### config.mk
export PLATFORM = sky130hd
export DESIGN_NAME = seqgen_ctrl
export DESIGN_NICKNAME = d
export VERILOG_FILES = /design/src/rtl/seqgen_ctrl.sv
export SDC_FILE = /design/constraint.sdc
export NUM_CORES = 1
export LEC_CHECK = 0
export CAP_MARGIN = 40
export CORE_UTILIZATION = 40
export DETAILED_ROUTE_END_ITERATION = 6
export PLACE_DENSITY = 0.72
export SYNTH_ARGS = -nofsm -noshare
export SYNTH_HDL_FRONTEND = slang
export SYNTH_SLANG_ARGS = --single-unit
### constraint.sdc
create_clock -name clk -period 2 [get_ports clk]
set_clock_uncertainty 0.1 [all_clocks]
set_input_delay 0.4 -clock clk [delete_from_list [all_inputs] [get_ports clk]]
set_output_delay 0.4 -clock clk [all_outputs]
set_load 0.005 [all_outputs]
### src/rtl/seqgen_ctrl.sv
// Command controller for a bank of 1-bit sequence players: serialises LOAD bytes
// into per-bit player writes, tracks per-channel lengths and issues start/stop pulses.
module seqgen_len_lane #(
  parameter int unsigned AW = 8
) (
  input  logic        clk,
  input  logic        rst,
  input  logic        clr,
  input  logic        inc,
  output logic [AW:0] len
);
  always_ff @(posedge clk) begin
    if (rst)      len <= '0;
    else if (clr) len <= '0;
    else if (inc) len <= len + (AW+1)'(8);
  end
endmodule

module seqgen_ctrl #(
  parameter int unsigned NCH = 4,
  parameter int unsigned AW  = 8,
  parameter int unsigned CW  = 2
) (
  input  logic                  clk,
  input  logic                  rst,
  input  logic                  cmd_valid,
  output logic                  cmd_ready,
  input  logic [1:0]            cmd_op,
  input  logic [CW-1:0]         cmd_ch,
  input  logic [7:0]            cmd_data,
  input  logic                  err_clr,
  input  logic [NCH-1:0]        ch_playing,
  output logic [NCH-1:0]        ch_wr_en,
  output logic [AW-1:0]         ch_wr_addr,
  output logic                  ch_wr_bit,
  output logic [NCH-1:0]        ch_start,
  output logic [NCH-1:0]        ch_stop,
  output logic [NCH*(AW+1)-1:0] ch_len,
  output logic                  busy,
  output logic                  err_sticky
);
  typedef enum logic [1:0] {IDLE, SHIFT, PULSE} state_t;
  localparam logic [1:0] OP_LOAD = 2'd0, OP_START = 2'd1, OP_STOP = 2'd2;
  // Highest write pointer that still leaves room for a whole byte.
  localparam logic [AW:0] LD_MAX = (AW+1)'((1 << AW) - 8);

  state_t state, state_nx;
  logic [NCH-1:0][AW:0] len_q;
  logic [NCH-1:0] sel_oh, nz, mask, eff, sh_oh, lane_clr, lane_inc;
  logic [AW:0]    sel_len;
  logic [7:0]     byte_q;
  logic [2:0]     k;
  logic sel_play, ch_ok, ld_go, err_set, acc;

  assign acc       = cmd_valid && (state == IDLE);
  assign cmd_ready = (state == IDLE);
  assign busy      = (state != IDLE);
  assign mask      = cmd_data[NCH-1:0];
  assign eff       = mask & ~ch_playing & nz;

  genvar gi;
  generate
    for (gi = 0; gi < NCH; gi++) begin : g_lane
      seqgen_len_lane #(.AW(AW)) u_lane (
        .clk (clk),
        .rst (rst),
        .clr (lane_clr[gi]),
        .inc (lane_inc[gi]),
        .len (len_q[gi])
      );
      assign nz[gi] = (len_q[gi] != '0);
      assign ch_len[gi*(AW+1) +: AW+1] = len_q[gi];
    end
  endgenerate

  // Channel decode; an out-of-range cmd_ch leaves sel_oh empty and ch_ok low.
  always_comb begin
    sel_oh = '0; sel_play = 1'b0; sel_len = '0; ch_ok = 1'b0;
    for (int i = 0; i < NCH; i++) begin
      if (cmd_ch == CW'(i)) begin
        sel_oh[i] = 1'b1;
        sel_play  = ch_playing[i];
        sel_len   = len_q[i];
        ch_ok     = 1'b1;
      end
    end
  end

  always_comb begin
    state_nx = state;
    err_set  = 1'b0;
    ld_go    = 1'b0;
    lane_clr = '0;
    lane_inc = '0;
    case (state)
      IDLE: if (cmd_valid) begin
        case (cmd_op)
          OP_LOAD: begin
            if (!ch_ok || sel_play || sel_len > LD_MAX) err_set = 1'b1;
            else begin
              ld_go    = 1'b1;
              state_nx = SHIFT;
            end
          end
          OP_START: begin
            state_nx = PULSE;
            err_set  = |(mask & ~nz);
          end
          OP_STOP: state_nx = PULSE;
          default: begin
            if (!ch_ok || sel_play) err_set = 1'b1;
            else lane_clr = sel_oh;
          end
        endcase
      end
      SHIFT: if (k == 3'd7) begin
        state_nx = IDLE;
        lane_inc = sh_oh;
      end
      default: state_nx = IDLE;
    endcase
  end

  always_ff @(posedge clk) begin
    if (rst) begin
      state      <= IDLE;
      k          <= '0;
      byte_q     <= '0;
      sh_oh      <= '0;
      ch_wr_en   <= '0;
      ch_wr_addr <= '0;
      ch_wr_bit  <= 1'b0;
      ch_start   <= '0;
      ch_stop    <= '0;
      err_sticky <= 1'b0;
    end else begin
      state    <= state_nx;
      ch_start <= '0;
      ch_stop  <= '0;
      if (err_set)      err_sticky <= 1'b1;
      else if (err_clr) err_sticky <= 1'b0;
      if (ld_go) begin
        byte_q     <= cmd_data;
        sh_oh      <= sel_oh;
        k          <= '0;
        ch_wr_en   <= sel_oh;
        ch_wr_addr <= sel_len[AW-1:0];
        ch_wr_bit  <= cmd_data[0];
      end else if (state == SHIFT) begin
        if (k == 3'd7) ch_wr_en <= '0;
        else begin
          k          <= k + 3'd1;
          ch_wr_addr <= ch_wr_addr + AW'(1);
          ch_wr_bit  <= byte_q[k + 3'd1];
        end
      end
      if (acc && cmd_op == OP_START) ch_start <= eff;
      if (acc && cmd_op == OP_STOP)  ch_stop  <= mask;
    end
  end
endmodule

==> metrics <==
Num CTS Buffers 9; I/O pins 80; Synth-to-Final Area Change 39.72%; Setup CP Type in -> reg; Slew HR 0.6822; Bufs on Longest Clock Path 2; RSZ-0062 raised after global routing no; Rows 32; cell taking the most area after synthesis dfxtp_1; drt first-iter violations 165; Final nets 497; Final period util 0.9593; die height 91.14 µm; drt first pass iters 4; Die Wd 91.14 µm; post-route antenna net violation count 0; Yosys cell types 43; class of the worst hold path reg -> reg; CP required around 2100 ps; TritonCTS clock tree built; Syn. warnings 0; first-pass GRT wire length about 14000 µm; hpwl dp approximately 6600 µm; pin count of the biggest net entering global routing 30; share of cells above drive strength 1 0.1910; number of synthesized flops with an enable pin 0; vias in the first global route ~2900; final core utilization 0.5776; total track usage 0.2226; non-filler cells, final roughly 570; setup_tns 0 ps; final hold viol count 0; Worst-path clk slew 70 ps; fraction of registers with async set/reset 0; most common cell after layout, fill and taps aside dfxtp_1; CTS Hold Bufs 0; placed cell count 548; DP Worst Slack -498.1 ps; die area 8306 µm²; crit path capture type register; setup ws final about 80 ps; via/cell ratio around 5.2; grt total ovfl 0; Leak Pwr ~1.7 nW; peak supply drop 360.6 µV; Max H-tree Level 3; number of fill cells ~680; PortBufs between 60 and 70; Vias a little under 3000; run status finished, final reports clean; crit start category input pin; Finish-stage setup viols 0; synthesized cell area around 3200 µm²; Remaining DRCs 0; Final min period 1919 ps; Worst Max-Slew Pin Slew between 400 and 500 ps; number of diodes 0; mean post-synth cell area about 9.0 µm²; number of max-cap violations 0; Cells after Synth 352; register area 1264 µm²; most frequent cells in the layout 61 x dfxtp_1, 60 x clkdlybuf4s50_1, 44 x buf_4, 40 x nand2_1, 36 x nor2_1; antenna violations before repair 0; Synth area leaders dfxtp_1 40%, mux4_2 6.4%, ha_1 5.9%; WL final 8785 µm; Synth Flop Type dfxtp_1; PD cells between 500 and 600 nW/µm²; Seq cells post-synth 63; Sink Count 63; worst path arrival time 2040 ps; Yosys top cell area share 0.3969; Max Freq 521.2 MHz; R2R Setup Slk between 100 and 150 ps; RePlAce Congestion 0.8697; Initial Util 0.4134; sequential area share after synthesis 0.3969; worst skew pair latency 340 ps; area of the multi-input gates between 1500 and 2000 µm²; DR WL/cell 15.47 µm; Core Footprint 7687 µm²; Max Slew Vio Count 0; Root Buffer clkbuf_8; largest fanout on the critical path 24
-- path summary, 6_finish.rpt --
| kind | from | to | depth (start not counted) |
|---|---|---|---|
| worst max register to register | g_lane[3].u_lane.len[8] | ch_wr_addr[3] | 5 |
| worst min-delay path | byte_q[2] | byte_q[2] | 2 |
| worst max-delay path | cmd_ch[1] | ch_wr_addr[3] | 6 |
| worst min register to register | byte_q[2] | byte_q[2] | 2 |
-- layout make-up --
type	count	area share
Clock inverter	1	0.001127
Timing Repair Buffer	114	0.2330
Inverter	22	0.01860
Multi-Input combinational cell	252	0.3995
Tap cell	102	0.02874
Clock buffer	14	0.03438
Sequential cell	63	0.2846
-- routing by layer --
layer,part of all wire,wire [µm],track usage,vias up
met5,0,0,0,-
met4,0.029,254,0.1005,0
met3,0.053,469,0.04020,20
met2,0.48,4237,0.3662,100
met1,0.44,3824,0.2839,1409
li1,-,-,-,1418
-- critical path: stages --
cell           delay, ps
dlygate4sd2_1        270
mux4_2               580
or3_4                420
buf_12               170
nor2_2               130
a2111oi_2             60
-- synth_stat cells (2+ instances only) --
cell and n:
nand2_1 40, xor2_1 4, nor4bb_1 2, nand3b_1 2, nand3_1 22, ha_1 15, and3_1 6, buf_4 13
nand4bb_1 2, o21ai_0 2, mux2i_1 3, buf_2 4, buf_6 2, a2111oi_0 4, clkbuf_1 6, o41ai_2 4
nand4b_1 4, nor2_1 38, inv_1 21, xnor2_1 21, a211oi_2 2, nand4_1 4, nor3_1 17, nor4_1 2
mux4_2 9, a31oi_1 2, dfxtp_1 63, a21oi_1 23
-- through the flow --
step	hold WS (ps)	power (mW)	area, µm²
floorplan	333.1	1.449	3219
global placement	345.3	1.583	4179
detailed placement	356.4	1.587	4179
CTS	365.7	2.505	4399
global route	381.9	2.607	4441
finish	365.2	2.506	4441
-- registers in the layout (all words and copies together) (netlist names) --
signal	count
state	2
ch_stop	4
ch_start	4
err_sticky	1
sh_oh	4
k	3
ch_wr_addr	8
ch_wr_en	4
byte_q	8
g_lane.u_lane.len	24
ch_wr_bit	1
-- logic make-up (layout without fill, tap and decap cells) --
logic type | Yosys count | count (layout) | share of synthesized area
other cells | 1 | 12 | 0.001180
simple gates | 147 | 147 | 0.2256
flops | 63 | 63 | 0.3969
mux | 13 | 13 | 0.07677
xor+xnor | 25 | 25 | 0.06890
compound gates | 40 | 40 | 0.09330
fa+ha+maj | 15 | 15 | 0.05906
buf+inv | 48 | 151 | 0.07834
-- power breakdown --
| part | total, mW | switching (mW) | internal, mW |
|---|---|---|---|
| clock network | 0.927 | 0.450 | 0.477 |
| logic | 0.290 | 0.136 | 0.154 |
| registers | 1.29 | 0.0152 | 1.27 |
| total | 2.51 | 0.602 | 1.90 |
-- timing repair --
action	CTS	global route
gates cloned	0	0
buffers inserted	4	1
resized for setup	15	7
hold endpoints to repair	0	0
pin swaps	2	3
endpoints found under the setup margin	29	37
Note: power is estimated with default switching activity, not from simulation.
